File: config.mk
export PLATFORM = sky130hd
export DESIGN_NAME = exc_ctrl
export DESIGN_NICKNAME = d
export VERILOG_FILES = /design/src/rtl/exc_ctrl_pkg.sv /design/src/rtl/exc_ctrl_sync.sv /design/src/rtl/exc_ctrl.sv
export SDC_FILE = /design/constraint.sdc
export NUM_CORES = 1
export LEC_CHECK = 0
export BUFFER_PORTS_ARGS = -buffer_cell sky130_fd_sc_hd__buf_2
export CAP_MARGIN = 20
export CORE_AREA = 2 2 113 115
export CTS_BUF_LIST = sky130_fd_sc_hd__clkbuf_16
export CTS_CLUSTER_SIZE = 12
export DETAILED_ROUTE_END_ITERATION = 10
export DIE_AREA = 0 0 115 117
export HOLD_SLACK_MARGIN = 0.03
export PLACE_DENSITY = 0.68
export SETUP_SLACK_MARGIN = 0.15
export SLEW_MARGIN = 25
export SYNTH_ARGS = -nofsm -noshare
export SYNTH_HDL_FRONTEND = slang
export SYNTH_SLANG_ARGS = --single-unit
File: constraint.sdc
create_clock -name clk -period 3.4 [get_ports clk]
set_input_delay 0.51 -clock clk [delete_from_list [all_inputs] [get_ports clk]]
set_output_delay 0.51 -clock clk [all_outputs]
set_load 0.01 [all_outputs]
File: src/rtl/exc_ctrl_pkg.sv
// Shared definitions for the MEM-stage exception controller.
// Holds MIPS ExcCode values, cp0 register indices, Status/Cause bit
// positions and the controller FSM state type.
package exc_ctrl_pkg;

  // ExcCode values written to Cause.ExcCode
  localparam logic [4:0] EXC_INT  = 5'h00;
  localparam logic [4:0] EXC_ADEL = 5'h04;
  localparam logic [4:0] EXC_ADES = 5'h05;
  localparam logic [4:0] EXC_SYS  = 5'h08;
  localparam logic [4:0] EXC_BP   = 5'h09;
  localparam logic [4:0] EXC_RI   = 5'h0a;
  localparam logic [4:0] EXC_OV   = 5'h0c;

  // cp0 register indices
  localparam int unsigned CP0_BADVADDR = 8;
  localparam int unsigned CP0_STATUS   = 12;
  localparam int unsigned CP0_CAUSE    = 13;
  localparam int unsigned CP0_EPC      = 14;

  // Status / Cause bit positions
  localparam int unsigned STATUS_IE    = 0;
  localparam int unsigned STATUS_EXL   = 1;
  localparam int unsigned STATUS_IM_LO = 8;
  localparam int unsigned STATUS_IM_HI = 15;
  localparam int unsigned CAUSE_SW_LO  = 8;
  localparam int unsigned CAUSE_SW_HI  = 9;

  typedef enum logic {
    ST_RUN   = 1'b0,
    ST_FLUSH = 1'b1
  } state_e;

endpackage

File: src/rtl/exc_ctrl_sync.sv
// Multi-bit flop-chain synchroniser for asynchronous interrupt lines.
// Ports: clk, rst (async, active-high), d_i (raw lines), q_o (STAGES-deep copy).
module exc_sync #(
  parameter int unsigned WIDTH  = 6,
  parameter int unsigned STAGES = 2
) (
  input  logic             clk,
  input  logic             rst,
  input  logic [WIDTH-1:0] d_i,
  output logic [WIDTH-1:0] q_o
);

  logic [WIDTH-1:0] sync_q [STAGES];

  // NOTE: this is a short flop chain, not a RAM, so every stage is reset;
  // storage arrays inferred as memories would normally be left unreset.
  always_ff @(posedge clk or posedge rst) begin
    if (rst) begin
      for (int i = 0; i < int'(STAGES); i++) sync_q[i] <= '0;
    end else begin
      sync_q[0] <= d_i;
      for (int i = 1; i < int'(STAGES); i++) sync_q[i] <= sync_q[i-1];
    end
  end

  assign q_o = sync_q[STAGES-1];

endmodule

File: src/rtl/exc_ctrl.sv
// MEM-stage exception/interrupt controller.
// Prioritises exception flags and synchronised interrupts, produces the cp0
// commit strobe and write values, flushes IF..MEM and hands a redirect target
// to fetch through a valid/ready handshake.
// Ports: clk/rst; hw_int -> hw_int_sync; cp0_* read values in; mem_* describe
// the MEM instruction; exc_* flags and is_eret; cp0_* commit outputs;
// flush; redirect_valid/redirect_ready/redirect_pc handshake.
module exc_ctrl
  import exc_ctrl_pkg::*;
#(
  parameter int unsigned FLUSH_CYCLES = 3,
  parameter logic [31:0] EXC_VECTOR   = 32'hBFC00380,
  parameter int unsigned SYNC_STAGES  = 2
) (
  input  logic        clk,
  input  logic        rst,
  input  logic [5:0]  hw_int,
  input  logic [31:0] cp0_status,
  input  logic [31:0] cp0_cause,
  input  logic [31:0] cp0_epc_r,
  input  logic        mem_valid,
  input  logic        mem_stall,
  input  logic [31:0] mem_pc,
  input  logic        mem_bd,
  input  logic [31:0] mem_addr,
  input  logic        exc_if_adel,
  input  logic        exc_ri,
  input  logic        exc_ov,
  input  logic        exc_sys,
  input  logic        exc_bp,
  input  logic        exc_ld_adel,
  input  logic        exc_st_ades,
  input  logic        is_eret,
  input  logic        redirect_ready,
  output logic [5:0]  hw_int_sync,
  output logic        cp0_en,
  output logic        cp0_exl,
  output logic [4:0]  cp0_exc,
  output logic [31:0] cp0_epc,
  output logic        cp0_bd,
  output logic [31:0] cp0_bva,
  output logic        flush,
  output logic        redirect_valid,
  output logic [31:0] redirect_pc
);

  localparam int unsigned CNT_W = (FLUSH_CYCLES > 1) ? $clog2(FLUSH_CYCLES) : 1;

  state_e            state_q, state_d;
  logic [CNT_W-1:0]  cnt_q, cnt_d;
  logic              acc_q, acc_d;       // redirect already accepted by fetch
  logic [31:0]       target_q, target_d;
  logic [4:0]        last_exc_q, last_exc_d;

  logic              int_req, any_exc, commit, accepted_now;
  logic [4:0]        exc_code;
  logic [31:0]       exc_bva, target;

  exc_sync #(.WIDTH(6), .STAGES(SYNC_STAGES)) u_sync (
    .clk (clk),
    .rst (rst),
    .d_i (hw_int),
    .q_o (hw_int_sync)
  );

  assign int_req = cp0_status[STATUS_IE] & ~cp0_status[STATUS_EXL] &
                   (|({hw_int_sync, cp0_cause[CAUSE_SW_HI:CAUSE_SW_LO]} &
                      cp0_status[STATUS_IM_HI:STATUS_IM_LO]));

  assign any_exc = int_req | exc_if_adel | exc_ri | exc_ov | exc_sys |
                   exc_bp | exc_ld_adel | exc_st_ades;

  // Gating with rst keeps every output low for the whole reset pulse even
  // though the commit path is combinational from the MEM inputs.
  assign commit = (state_q == ST_RUN) & mem_valid & ~mem_stall &
                  (any_exc | is_eret) & ~rst;

  // NOTE: every variable driven here gets a default first so no path can
  // leave it unassigned and infer a latch.
  always_comb begin
    exc_code = EXC_INT;
    exc_bva  = '0;
    if      (int_req)     exc_code = EXC_INT;
    else if (exc_if_adel) begin exc_code = EXC_ADEL; exc_bva = mem_pc;   end
    else if (exc_ri)      exc_code = EXC_RI;
    else if (exc_ov)      exc_code = EXC_OV;
    else if (exc_sys)     exc_code = EXC_SYS;
    else if (exc_bp)      exc_code = EXC_BP;
    else if (exc_ld_adel) begin exc_code = EXC_ADEL; exc_bva = mem_addr; end
    else if (exc_st_ades) begin exc_code = EXC_ADES; exc_bva = mem_addr; end
  end

  assign target = any_exc ? EXC_VECTOR : cp0_epc_r;

  // cp0 commit values; eret keeps ExcCode unchanged by replaying last_exc.
  assign cp0_en  = commit;
  assign cp0_exl = commit & any_exc;
  assign cp0_exc = commit ? (any_exc ? exc_code : last_exc_q) : 5'd0;
  assign cp0_epc = commit ? (any_exc ? (mem_bd ? mem_pc - 32'd4 : mem_pc)
                                     : cp0_epc_r) : 32'd0;
  assign cp0_bd  = commit & any_exc & mem_bd;
  assign cp0_bva = (commit & any_exc) ? exc_bva : 32'd0;

  assign flush          = commit | (state_q == ST_FLUSH);
  assign redirect_valid = commit | ((state_q == ST_FLUSH) & ~acc_q);
  assign redirect_pc    = commit ? target : target_q;

  assign accepted_now = acc_q | redirect_ready;

  always_comb begin
    state_d    = state_q;
    cnt_d      = cnt_q;
    acc_d      = acc_q;
    target_d   = target_q;
    last_exc_d = last_exc_q;
    case (state_q)
      ST_RUN: begin
        if (commit) begin
          state_d  = ST_FLUSH;
          cnt_d    = CNT_W'(FLUSH_CYCLES - 1);
          acc_d    = redirect_ready;
          target_d = target;
          if (any_exc) last_exc_d = exc_code;
        end
      end
      ST_FLUSH: begin
        acc_d = accepted_now;
        if (cnt_q != '0) cnt_d = cnt_q - 1'b1;
        // Leave only once the countdown is done and fetch has the target.
        if (cnt_q == '0 && accepted_now) state_d = ST_RUN;
      end
      default: state_d = ST_RUN;
    endcase
  end

  // NOTE: state registers use non-blocking assignments so every flop
  // samples the pre-edge values regardless of block ordering.
  always_ff @(posedge clk or posedge rst) begin
    if (rst) begin
      state_q    <= ST_RUN;
      cnt_q      <= '0;
      acc_q      <= 1'b0;
      target_q   <= '0;
      last_exc_q <= '0;
    end else begin
      state_q    <= state_d;
      cnt_q      <= cnt_d;
      acc_q      <= acc_d;
      target_q   <= target_d;
      last_exc_q <= last_exc_d;
    end
  end

  logic unused_bits;
  assign unused_bits = ^{cp0_status[31:16], cp0_status[7:2],
                         cp0_cause[31:10], cp0_cause[7:0]};

endmodule
==> impl.org <==
** Outcome
- Outcome :: finished clean

** Clock network
- The clock reaches the later pin of the worst-skew pair after 0.30 ns.
- Counting the buffers created by CTS gives 5.
- Root buf cell :: clkbuf_16
- The tree built by TritonCTS fans out to 53 sinks.
- Number of buffers on the longest clock path :: 2
- The H-tree was split into 2 levels.
- TritonCTS built the clock tree.
- Post-CTS timing repair inserted 0 buffers for setup.
- Clock slew at the register clock pins of the worst setup and hold paths :: ~0.070 ns
- Total of hold buffers inserted after clock tree synthesis :: 0

** Finish
- Once layout is complete, the cells apart from fillers number approximately 840.
- Number of diodes added for antenna fixing :: 0
- Across the whole layout, storage elements account for approximately 1300 µm².
- The area growth from synthesis to layout is 45.0%.
- Proportion of layout cells with a drive suffix above 1 :: 41.6%
- The net count of the finished layout is ~870.
- Number of inserted filler cells in the final layout :: about 1300
- Area of combinational cells with multiple inputs :: around 2000 µm²

** Setup path
- Critical path data required time :: slightly below 3 ns
- For this run, the slowest stage of the critical path takes ~0.56 ns.
- Type of destination of the critical path :: primary output
- Among the stages of the critical path, the cell type that occurs most often is buf_2.
- For the worst setup path, the data arrival time is between 2 and 3 ns.
- Together, buffers and inverters on the worst path number 4.
- The worst setup path is launched from an input pin.
- Along the worst path, the maximum fanout reaches 14.
- Critical-path cell list :: buf_2 > or4_4 > or4_1 > buf_4 > o31ai_4 > inv_2 > o21ai_0 > a31oi_1 > buf_2
- The critical path is of the input pin to primary output type.
- Crit-path leading delay family :: simple AND/OR/NAND/NOR gates
- Highest-delay cell along the critical path :: or4_4

** Yosys
- The netlist uses 43 different library cells.
- Fraction of synthesized cell area taken by the top area cell type :: 37.9%
- In the post-synthesis netlist, the biggest area contributors are dfrtp_1, nand2_1, a22oi_1.
- For this run, the register share of the synthesized area comes to a little under two fifths.
- Most frequent cells after synthesis :: nand2_1, dfrtp_1, nor2_1, a22oi_1, o21ai_0
- Number of warnings printed during yosys synthesis :: 0
- Number of enable flip-flop cells after synthesis :: 0
- Avg Cell Area, Syn :: about 7.8 µm²
- The synthesized design contains between 50 and 60 register bits.
- Post-synthesis net count :: 633
- Post-synth ARST share :: 100%
- Leading register cell type out of synthesis :: dfrtp_1
- Cell type with the largest total area after synthesis :: dfrtp_1
- Most numerous cell in the Yosys netlist :: nand2_1
- Gate count of the mapped netlist :: around 450
- Synthesized cell area :: roughly 3500 µm²

** Place
- I/O Buffers :: between 200 and 250
- Routability-driven placement finished with a final weighted congestion of roughly 0.75.
- Cells after DPL :: 829
- Detailed placement ended at an HPWL of between 9000 and 10000 µm.
- Timing analysis after detailed placement gives a worst setup slack of ~0.19 ns.

** STA
- The max-slew violation count is 0.
- Upper clock frequency limit :: 315 MHz
- Hold timing on the final database bottoms out at a slack of approximately 0.3 ns.
- Once routing completed, OpenROAD measured the worst setup slack at between 0.2 and 0.25 ns.
- Setup violations remaining at the end of the flow were counted as 0.
- For the final database, setup skew stands at between 0.006 and 0.007 ns.
- The routed design could run at a clock period as short as approximately 3.2 ns.
- In this run the tightest slew margin relative to its limit is 47.0%.
- For the pin with the worst max-slew slack, the measured transition is 0.794 ns.
- After routing, the total negative slack on setup checks comes to 0 ns.
- Number of failing hold endpoints at the final stage :: 0
- Fraction of the cycle the final worst path needs :: 93.4%
- Setup repair after global routing could not meet its margin everywhere.

** Drt
- The detailed router finished its first iteration with about 170 violations.
- Wires add up to between 10000 and 15000 µm.
- Across all layers, the routed design uses 4021 vias.
- Routed length per placed instance :: approximately 15 µm
- Post-DR vias/cell :: between 4 and 5
- First-pass detailed-route iteration total :: 4
- The detail route stage leaves a number of antenna-violating nets equal to 0.
- After detailed routing, the number of remaining DRC violations is 0.

** Die
- In this run the vertical extent of the chip is 117 µm.
- Top Ports :: 292
- The floorplan step defined a core boundary enclosing roughly 12000 µm².
- The die covers between 10000 and 15000 µm².
- Site Rows :: approximately 40
- In this run the horizontal extent of the chip is ~120 µm.
- Initial core utilization :: roughly 28%

** Pwr
- Leak pwr :: about 2.8 nW
- Dividing total power by cell area gives a power density of about 390 nW/µm².
- The design draws between 0.0015 and 0.002 W.
- Across the VDD grid, the largest voltage drop is 0.213 mV.

** Global routing
- Global routing finished with a remaining overflow of 0.
- Initial antenna violation count :: 0
- Across every metal layer, demand over resource in global routing totals between 15 and 20%.
- Vias in the first global route :: about 3500
- Entering global routing, the biggest net connects 43 pins.
- Global-route wire length before repair :: approximately 18000 µm

** Hold path
- Path class of the lowest-slack min-delay path :: input pin to flop

** Run
- Across the run, the number of max-cap violations was 0.
[sequential cells by signal (all words and copies together) (netlist names)]
signal	count
target_q	32
u_sync.q_o	6
u_sync.sync_q	6
last_exc_q	5
cnt_q	2
acc_q	1
state_q	1
[worst register-to-register path, delay by kind of cell (launching register included)]
| kind | cells | cell delay, ns |
|---|---|---|
| compound gates | 3 | 0.93 |
| simple gates | 2 | 0.44 |
| flops | 1 | 0.38 |
| buf+inv | 1 | 0.18 |
[report_power, final]
part	total [W]	leakage, nW	internal (W)	switching, W
clock network	0.000547	0.0763	0.000283	0.000264
registers	0.000782	0.673	0.000739	0.0000426
logic	0.000632	2.07	0.000269	0.000363
total	0.00196	2.82	0.00129	0.000669
[layout make-up]
type | count | area share (%)
multi-input combinational | 357 | 39.2
sequential | 53 | 26.1
clock inverter | 3 | 0.567
timing repair buffer | 258 | 27.1
clock buffer | 5 | 2.47
tap | 150 | 3.70
inverter | 11 | 0.838
[what timing repair did]
action	4_1_cts	5_1_grt
endpoints found under the setup margin	0	13
endpoints found under the hold margin	0	0
gates resized for setup	0	3
[path summary, 6_finish.rpt]
kind	start	end	slack (ns)	cells after the start
min in group asynchronous	rst	state_q$_DFF_PP0_	0.34	2
max	exc_ri	cp0_epc[28]	0.22	9
min	hw_int[5]	u_sync.sync_q[11]$_DFF_PP0_	0.31	1
max in group asynchronous	rst	u_sync.q_o[2]$_DFF_PP0_	2.46	3
max reg2reg	u_sync.q_o[0]$_DFF_PP0_	target_q[28]$_DFFE_PP0N_	1.34	6
min reg2reg	u_sync.sync_q[7]$_DFF_PP0_	u_sync.q_o[1]$_DFF_PP0_	0.35	0
[layer usage]
| layer | part of all wire (%) | global-route usage (%) | up-vias | routed length (µm) |
|---|---|---|---|---|
| met3 | 6.0 | 2.88 | 10 | 752 |
| met4 | 1.0 | 5.38 | 0 | 131 |
| met5 | 0 | 0 | - | 0 |
| met2 | 47 | 28.5 | 164 | 5880 |
| met1 | 46 | 24.2 | 1822 | 5810 |
| li1 | - | - | 2025 | - |
[cell families (layout without fill, tap and decap cells)]
| family | Yosys count | in the layout | synth area share, % |
|---|---|---|---|
| simple gates | 221 | 221 | 28.0 |
| xor+xnor | 28 | 28 | 7.01 |
| fa+ha+maj | 2 | 2 | 0.715 |
| flops | 53 | 53 | 37.9 |
| buf+inv | 41 | 277 | 5.90 |
| compound gates | 106 | 106 | 20.5 |
[through the flow]
step	util, %	instance area (µm²)
floorplan	-	3500
global placement	39.9	4910
detailed placement	39.9	4910
CTS	41.1	5060
global route	41.2	5070
finish	41.2	5070
[cell usage in the layout, fill, tap and decap left out, types with 2 or more instances in the layout]
cell       Yosys  routed
a21o_1         2       2
a21oi_1       14      14
a22o_1         7       7
a22oi_1       36      36
and2_1         3       3
buf_12         0       3
buf_2          9     239
buf_4          7      16
clkbuf_16      0       5
dfrtp_1       53      53
ha_1           2       2
inv_1         10       9
nand2_1      124     124
nand2b_1       4       4
nand3_1        3       3
nand3b_1       2       2
nand4_1        2       2
nor2_1        46      46
nor3_1        14      13
nor4_1         9       9
nor4b_1        3       3
o21ai_0       31      29
o21ai_1        2       2
o21ai_2        8      10
or3_1          3       3
xnor2_1       22      22
xor2_1         6       6
Note: power is estimated with default switching activity, not from simulation.
